File: src/rtl/frame_rx_pkg.sv
// ============================================================================
// frame_rx_pkg: shared types and default frame geometry for the serial link.
// Revision: 1.0
// ============================================================================
`default_nettype none

package frame_rx_pkg;

  // Frame geometry shared with the generator side of the link
  localparam int SIZESRDYN_DEF  = 16;
  localparam int SIZESRSTAT_DEF = 88;

  typedef enum logic [1:0] {
    IDLE    = 2'd0,
    RX_DYN  = 2'd1,
    RX_STAT = 2'd2
  } rx_state_e;

  // Bit counter width, sized to hold the longer of the two words
  function automatic int cntw(input int dyn_w, input int stat_w);
    return $clog2(((dyn_w > stat_w) ? dyn_w : stat_w) + 1);
  endfunction

endpackage

`default_nettype wire

File: src/rtl/rx_shift_reg.sv
// ============================================================================
// rx_shift_reg: MSB-first serial-in/parallel-out shift register with clear.
// Revision: 1.0
// ============================================================================
`default_nettype none

module rx_shift_reg
  import frame_rx_pkg::*;
#(
  parameter int WIDTH = SIZESRDYN_DEF
) (
  input  logic             CLK,
  input  logic             RST,
  input  logic             shift_en,
  input  logic             bit_in,
  input  logic             clear,
  output logic [WIDTH-1:0] q
);

  logic [WIDTH-1:0] q_q;
  logic [WIDTH-1:0] q_d;

  // Clear applies first so a clear+shift loads the new bit into an empty register
  always_comb begin
    q_d = q_q;
    if (clear) begin
      q_d = '0;
    end
    if (shift_en) begin
      q_d = {q_d[WIDTH-2:0], bit_in};
    end
  end

  always_ff @(posedge CLK) begin
    if (RST) begin
      q_q <= '0;
    end else begin
      q_q <= q_d;
    end
  end

  assign q = q_q;

endmodule

`default_nettype wire

File: src/rtl/frame_receiver.sv
// ============================================================================
// frame_receiver: deserialises dynamic+static frames, strobes words, counts aborts.
// Revision: 1.0
// ============================================================================
`default_nettype none

module frame_receiver
  import frame_rx_pkg::*;
#(
  parameter int SIZESRDYN  = SIZESRDYN_DEF,
  parameter int SIZESRSTAT = SIZESRSTAT_DEF,
  parameter int ERRW       = 8
) (
  input  logic                  CLK,
  input  logic                  RST,
  input  logic                  signal_in,
  input  logic                  bit_valid,
  input  logic                  frame_start,
  output logic [SIZESRDYN-1:0]  DYNLATCH,
  output logic [SIZESRSTAT-1:0] STATLATCH,
  output logic                  dyn_valid,
  output logic                  frame_valid,
  output logic                  frame_err,
  output logic [ERRW-1:0]       err_cnt,
  output logic                  busy
);

  localparam int CNTW = cntw(SIZESRDYN, SIZESRSTAT);

  rx_state_e             state_q, state_d;
  logic [CNTW-1:0]       cnt_q, cnt_d;
  logic [SIZESRDYN-1:0]  dynlatch_q;
  logic [SIZESRSTAT-1:0] statlatch_q;
  logic                  dyn_valid_q, frame_valid_q, frame_err_q;
  logic [ERRW-1:0]       err_cnt_q;

  logic                  dyn_shift_d, dyn_clr_d, stat_shift_d, stat_clr_d;
  logic                  dyn_load_d, stat_load_d, err_d;
  logic [SIZESRDYN-1:0]  dyn_sr;
  logic [SIZESRSTAT-1:0] stat_sr;
  logic                  unused_msbs;

  rx_shift_reg #(.WIDTH(SIZESRDYN)) u_dyn_sr (
    .CLK      (CLK),
    .RST      (RST),
    .shift_en (dyn_shift_d),
    .bit_in   (signal_in),
    .clear    (dyn_clr_d),
    .q        (dyn_sr)
  );

  rx_shift_reg #(.WIDTH(SIZESRSTAT)) u_stat_sr (
    .CLK      (CLK),
    .RST      (RST),
    .shift_en (stat_shift_d),
    .bit_in   (signal_in),
    .clear    (stat_clr_d),
    .q        (stat_sr)
  );

  // The MSB of each register is shifted out on the completing beat, never read
  assign unused_msbs = dyn_sr[SIZESRDYN-1] ^ stat_sr[SIZESRSTAT-1];

  always_comb begin
    state_d      = state_q;
    cnt_d        = cnt_q;
    dyn_shift_d  = 1'b0;
    dyn_clr_d    = 1'b0;
    stat_shift_d = 1'b0;
    stat_clr_d   = 1'b0;
    dyn_load_d   = 1'b0;
    stat_load_d  = 1'b0;
    err_d        = 1'b0;
    if (bit_valid) begin
      if (frame_start) begin
        // Any start beat opens a new frame; mid-frame it also aborts the old one
        err_d       = (state_q != IDLE);
        dyn_clr_d   = 1'b1;
        dyn_shift_d = 1'b1;
        cnt_d       = CNTW'(1);
        state_d     = RX_DYN;
      end else begin
        case (state_q)
          RX_DYN: begin
            dyn_shift_d = 1'b1;
            if (cnt_q == CNTW'(SIZESRDYN - 1)) begin
              dyn_load_d = 1'b1;
              stat_clr_d = 1'b1;
              cnt_d      = '0;
              state_d    = RX_STAT;
            end else begin
              cnt_d = cnt_q + CNTW'(1);
            end
          end
          RX_STAT: begin
            stat_shift_d = 1'b1;
            if (cnt_q == CNTW'(SIZESRSTAT - 1)) begin
              stat_load_d = 1'b1;
              cnt_d       = '0;
              state_d     = IDLE;
            end else begin
              cnt_d = cnt_q + CNTW'(1);
            end
          end
          default: begin
            state_d = IDLE;
          end
        endcase
      end
    end
  end

  always_ff @(posedge CLK) begin
    if (RST) begin
      state_q       <= IDLE;
      cnt_q         <= '0;
      dynlatch_q    <= '0;
      statlatch_q   <= '0;
      dyn_valid_q   <= 1'b0;
      frame_valid_q <= 1'b0;
      frame_err_q   <= 1'b0;
      err_cnt_q     <= '0;
    end else begin
      state_q       <= state_d;
      cnt_q         <= cnt_d;
      dyn_valid_q   <= dyn_load_d;
      frame_valid_q <= stat_load_d;
      frame_err_q   <= err_d;
      if (dyn_load_d) begin
        dynlatch_q <= {dyn_sr[SIZESRDYN-2:0], signal_in};
      end
      if (stat_load_d) begin
        statlatch_q <= {stat_sr[SIZESRSTAT-2:0], signal_in};
      end
      if (err_d && (err_cnt_q != {ERRW{1'b1}})) begin
        err_cnt_q <= err_cnt_q + ERRW'(1);
      end
    end
  end

  assign DYNLATCH    = dynlatch_q;
  assign STATLATCH   = statlatch_q;
  assign dyn_valid   = dyn_valid_q;
  assign frame_valid = frame_valid_q;
  assign frame_err   = frame_err_q;
  assign err_cnt     = err_cnt_q;
  assign busy        = (state_q != IDLE);

endmodule

`default_nettype wire

File: config.mk
export PLATFORM = sky130hd
export DESIGN_NAME = frame_receiver
export DESIGN_NICKNAME = d
export VERILOG_FILES = /design/src/rtl/frame_rx_pkg.sv /design/src/rtl/rx_shift_reg.sv /design/src/rtl/frame_receiver.sv
export SDC_FILE = /design/constraint.sdc
export NUM_CORES = 1
export LEC_CHECK = 0
export CORE_ASPECT_RATIO = 1.5
export CORE_MARGIN = 8
export CORE_UTILIZATION = 56
export CTS_BUF_LIST = sky130_fd_sc_hd__clkbuf_8
export CTS_CLUSTER_SIZE = 10
export DETAILED_ROUTE_END_ITERATION = 8
export PLACE_DENSITY = 0.82
export SYNTH_ARGS = -nofsm -noshare
export SYNTH_HDL_FRONTEND = slang
export SYNTH_SLANG_ARGS = --single-unit
File: constraint.sdc
create_clock -name CLK -period 2.2 [get_ports CLK]
set_input_delay 0.66 -clock CLK [delete_from_list [all_inputs] [get_ports CLK]]
set_output_delay 0.66 -clock CLK [all_outputs]
set_load 0.02 [all_outputs]
* Word-level counts from Yosys, hierarchy flattened
Index checks and enable logic that the tools add are counted.
** Word-level totals
- Output and inout bits :: 116
- Logic and storage cells :: 54
- Flip-flop bits (word level) :: 226
- Input port bits :: 5
** Operators by class
- Multiplexer cells :: 30
- Equal/unequal tests :: 7
- Reduce and logical (&&, ||, !) cells :: 5
- Add/sub/neg operators :: 2
** Operators by type and width (number)
- 87-bit 2-to-1 mux :: 2
- 15-bit 2-to-1 mux :: 2
- 7-bit 2-to-1 mux :: 3
- 1-bit 2-to-1 mux :: 18
- 7-bit case mux with 2 select lines :: 1
- 8-bit by 1-bit adder with 8-bit output (second input constant) :: 1
- 8-bit != test (second input constant) :: 1
- 7-bit by 1-bit adder with 7-bit output (second input constant) :: 1
- 7-bit by 4-bit == test with 1-bit output (second input constant) :: 1
- 7-bit == test (second input constant) :: 1
- 2-bit 2-to-1 mux :: 3
- 3-bit != test (second input constant) :: 2
- 2-bit case mux with 2 select lines :: 1
- 3-bit AND reduction :: 1
- 3-bit nonzero test :: 1
- 2-bit by 1-bit == test with 1-bit output (second input constant) :: 1
- 2-bit == test (second input constant) :: 1
- 2-bit AND reduction :: 1
- 2-bit nonzero test :: 1
- 1-bit logical AND :: 1

* Depth between registers and ports, before layout
- Depth in word-level cells :: 7
- Gate-level depth with buffers :: 8
- Depth with buffers taken out :: 5

* By module
A second synthesis with hierarchy kept.
** Unflattened totals
- Cell total of the unflattened synthesis :: 892
- Area, all modules :: 8328.0 sq um
** Modules (own cells, without submodules)
- frame_receiver :: times used 1, sequential area each 2482.4 sq um, area an instance 4623.2 sq um, cells an instance 552
- rx_shift_reg (u_stat_sr) :: times used 1, sequential area each 1761.7 sq um, area an instance 3123.0 sq um, cells an instance 286
- rx_shift_reg (u_dyn_sr) :: times used 1, sequential area each 320.3 sq um, area an instance 581.8 sq um, cells an instance 54

* Least setup slack after synthesis
OpenSTA, ideal clock, no wires.
- Path kind :: input port to flip-flop
- From :: input bit_valid
- To :: register statlatch_q[40], in the netlist STATLATCH[40]
- Stages :: 7
- Buffers on the path :: 3
- Required time :: 2.068 ns
- Setup time :: 0.132 ns
- Setup slack :: 0.354 ns
- Data arrival time :: 1.713 ns
- Cells stage by stage :: nor4bb_1 -> buf_2 -> nand3_1 -> buf_2 -> buf_2 -> nand2_1 -> a21oi_1
** Between the ends
- Longest elaborated chain between the ends :: 1
** Ends and longest elaborated chain
- from (decl) :: RTL line frame_receiver.sv:17 : input logic bit_valid,
- 1-bit 2-to-1 mux :: RTL line frame_receiver.sv:74 : if (bit_valid) begin
- to (signal assigned) :: RTL line frame_receiver.sv:133 : statlatch_q <= {stat_sr[SIZESRSTAT-2:0], signal_in};
- to (decl) :: RTL line frame_receiver.sv:33 : logic [SIZESRSTAT-1:0] statlatch_q;
Every way passes these cells.
A chain may end at the register's enable or synchronous reset.

* Worst setup path after layout
- From :: register err_cnt_q[4], in the netlist err_cnt[4]
- To :: output err_cnt[4]
** RTL lines
- from (decl) :: RTL line frame_receiver.sv:35 : logic [ERRW-1:0] err_cnt_q;
- from (signal assigned) :: RTL line frame_receiver.sv:136 : err_cnt_q <= err_cnt_q + ERRW'(1);
- to (decl) :: RTL line frame_receiver.sv:24 : output logic [ERRW-1:0] err_cnt,
No word-level cell between the ends.

==> summary.md <==
| Metric | Value |
|---|---|
| Post-synthesis xor/xnor area fraction | 0.655% |
| Vias in the first global route | ~6700 |
| Sequential area share after synthesis | 56.4% |
| Synthesized net count | roughly 1000 |
| Final hold slack | ~0.45 ns |
| M2 GR Usage | 37.1% |
| Crit path capture type | output port |
| Cell count after synthesis | 968 |
| Initial DRT Pass Iterations | 5 |
| Initial core utilization | between 50% and 60% |
| Synth top area share | 56.4% |
| CTS buffer count | 34 |
| Die area | 18500 um^2 |
| Post-synthesis compound-gate area fraction | 17.1% |
| CP Class | reg -> out |
| Synth Area per Inst | 8.29 um^2 |
| Critical path arrival | 1.48 ns |
| Clk sinks | ~230 |
| Internal Power | just under 6000 uW |
| Critical path's slowest cell | clkdlybuf4s50_1 |
| CTS max path bufs | 3 |
| WP data required | 1.54 ns |
| # rows | 53 |
| Max VDD drop | 0.624 mV |
| Minimum clock period | 2.14 ns |
| Fillers | approximately 1100 |
| WL final | 18700 um |
| Die width | 114 um |
| Tcrit/Tclk final | 97.4% |
| Crit. path cell count | 1 |
| Synth Area in Simple Gates | approximately a fifth |
| Clock Latency Late Sink | slightly below 0.5 ns |
| Status | completed |
| Routed length per placed instance | 14.3 um |
| Mux cell area share after synthesis | 0.374% |
| CP Launch Type | flop |
| I/O pin count | 121 |
| PortBufs | 120 |
| Leak | 0.00357 uW |
| Crit-path max FO | 5 |
| Layout overhead on the synthesized area | 28.3% |
| DRC violations left | 0 |
| Die height | between 150 and 200 um |
| Reg2Reg Depth | 6 |
| Post-Place Worst Slack | -0.234 ns |
| Initial antenna violation count | 0 |
| Proportion of layout cells with a drive suffix above 1 | 8.74% |
| Clock edge transition at the registers on the reported setup and hold paths | 0.06 ns |
| TritonCTS clock tree | done |
| Met3 Track Usage GR | under 10% |
| Setup ws final | 0.0564 ns |
| Worst Clk Skew | 0.0138 ns |
| Largest family of logic cells by synthesized area | simple AND/OR/NAND/NOR gates |
| Total grt overflow | 0 |
| Crit-path max cell delay | ~0.62 ns |
| Adder-cell share of the synthesized area | 0.312% |
| H-tree depth | 2 |
| Multi-input gate area | 3220 um^2 |
| Inserted Diodes | 0 |
| Slew @ Worst Pin | 0.578 ns |
| Total power | 7530 uW |
| Dpl hpwl | 12000 um |
| Buf/Inv on CP | 1 |
| PwrDens | around 730 nW/um^2 |
| Logic pwr share | 2.3% |
| Top post-synthesis cells by area | dfxtp_1 56%, nand2_1 17%, a21oi_1 11%, a22o_1 1.7%, clkbuf_1 1.7% |
| Post-synth EDFFs | 0 |
| Ys flop type | dfxtp_1 |
| Endpoints failing hold | 0 |
| Slew Limit Fails | 0 |
| Final GP Congestion | between 0.8 and 0.9 |
| Max Freq | 0.466 GHz |
| Initial drt markers | 387 |
| Fin cells | 1302 |
| Clock power share | 43.2% |
| Sw power | ~1600 uW |
| Final ANT Viol Nets | 0 |
| RSZ-0062 raised after global routing | no |
| Gr busiest metal | met2 |
| Yosys warning count | 0 |
| Commonest cells after routing, fill and taps aside | 353 x nand2_1, 226 x dfxtp_1, 181 x a21oi_1, 112 x clkdlybuf4s50_1, 44 x clkbuf_8 |
| Rel. slew slack | 61.4% |
| Flop pwr share | a little over half |
| DP Cell Count | 1250 |
| Synthesized cell area | 8020 um^2 |
| Synth Register Bits | 226 |
| M1 GR Usage | 21.3% |
| FF+latch area | around 4500 um^2 |
| Worst path cell trace | clkdlybuf4s50_1 |
| Worst hold-check path type | reg -> reg |
| Setup-failing EPs final | 0 |
| Via count | 6870 |
| Synth cell types | 45 |
| Final #Nets | 1101 |
| Global-route wire length before repair | 31200 um |
| Max Cap Viol | 0 |
| Hold Path Stages | 2 |
| Gr usage total | 20.1% |
| Clk root buf | clkbuf_8 |
| Largest net degree at the start of global routing | between 60 and 70 |
| Final Core Density | 73.5% |
| Sw frac | 21.3% |
| Via-to-Cell Ratio | 5.28 |
| Top Family by Delay on Critical Path | buffers and inverters |
| Core footprint | 14000 um^2 |
| Asr flop ratio synth | 0% |
| Commonest non-fill, non-tap cell in the layout | nand2_1 |
| Area leader, netlist | dfxtp_1 |
[power by group through the flow]
stage	registers (uW)	logic, uW	clock network, uW
final	4100	174	3260
after global routing	4100	188	3520
after CTS	4100	174	3330
after detailed placement	4190	174	0
after global placement	4190	171	0
after floorplan	4190	99.5	0
[flip-flops by register name, summed over array words and instances (netlist names)]
signal / count
state_q: 2
cnt_q: 7
dyn_valid: 1
STATLATCH: 88
u_dyn_sr.q: 15
err_cnt: 8
u_stat_sr.q: 87
frame_valid: 1
DYNLATCH: 16
frame_err: 1
[layer usage]
metal / routed length, um / share of wire [%] / vias to the layer above
li1: - / - / 3454
met1: 7470 / 40 / 3228
met2: 9790 / 52 / 150
met3: 955 / 5.1 / 38
met4: 457 / 2.4 / 0
met5: 0 / 0 / -
[worst paths after layout]
check                 from       endpoint  slack (ns)
max reg2reg       cnt_q[3]   DYNLATCH[12]        0.42
max             err_cnt[4]     err_cnt[4]        0.06
min reg2reg  STATLATCH[20]  STATLATCH[20]        0.45
min          STATLATCH[20]  STATLATCH[20]        0.45
[per-stage QoR]
| step | TNS, ns | cell area [um^2] |
|---|---|---|
| 2_1_floorplan | 0 | 8020 |
| 3_3_place_gp | -36.02 | 9640 |
| 3_5_place_dp | -38.28 | 9640 |
| 4_1_cts | 0 | 10300 |
| 5_1_grt | 0 | 10300 |
| 6_report | 0 | 10300 |
[cell usage after synthesis (3+ instances only)]
cell / count
buf_2: 22
nor2_1: 22
nand2b_1: 3
a22o_1: 16
o21ai_0: 8
buf_4: 9
o211ai_1: 4
nor2b_1: 3
a21oi_1: 181
and3_1: 6
nand2_1: 354
xor2_1: 6
mux2i_1: 3
nand3_1: 9
inv_1: 3
or3_1: 3
dfxtp_1: 226
a22oi_1: 14
clkbuf_1: 37
[cells by family (layout without fill, tap and decap cells)]
| logic type | after synthesis | in the layout |
|---|---|---|
| and+or+nand+nor | 415 | 415 |
| AOI/OAI and AO/OA | 242 | 242 |
| DFF | 226 | 226 |
| buffers and inverters | 74 | 216 |
| xor gates and xnor gates | 6 | 6 |
| muxes | 3 | 3 |
| adders and majority gates | 2 | 2 |
[layout make-up]
cell class	count	share of cell area, %
Clock buffer	44	5.89
Clock inverter	8	0.365
Inverter	4	0.146
Multi-Input combinational cell	668	31.2
Sequential cell	226	44.0
Tap cell	192	2.33
Timing Repair Buffer	160	16.1
[what timing repair did]
action	CTS	global route
setup endpoints to repair	4	3
gates resized for setup	4	3
setup buffers	0	0
hold buffers	0	0
(Power assumes the default switching activity.)
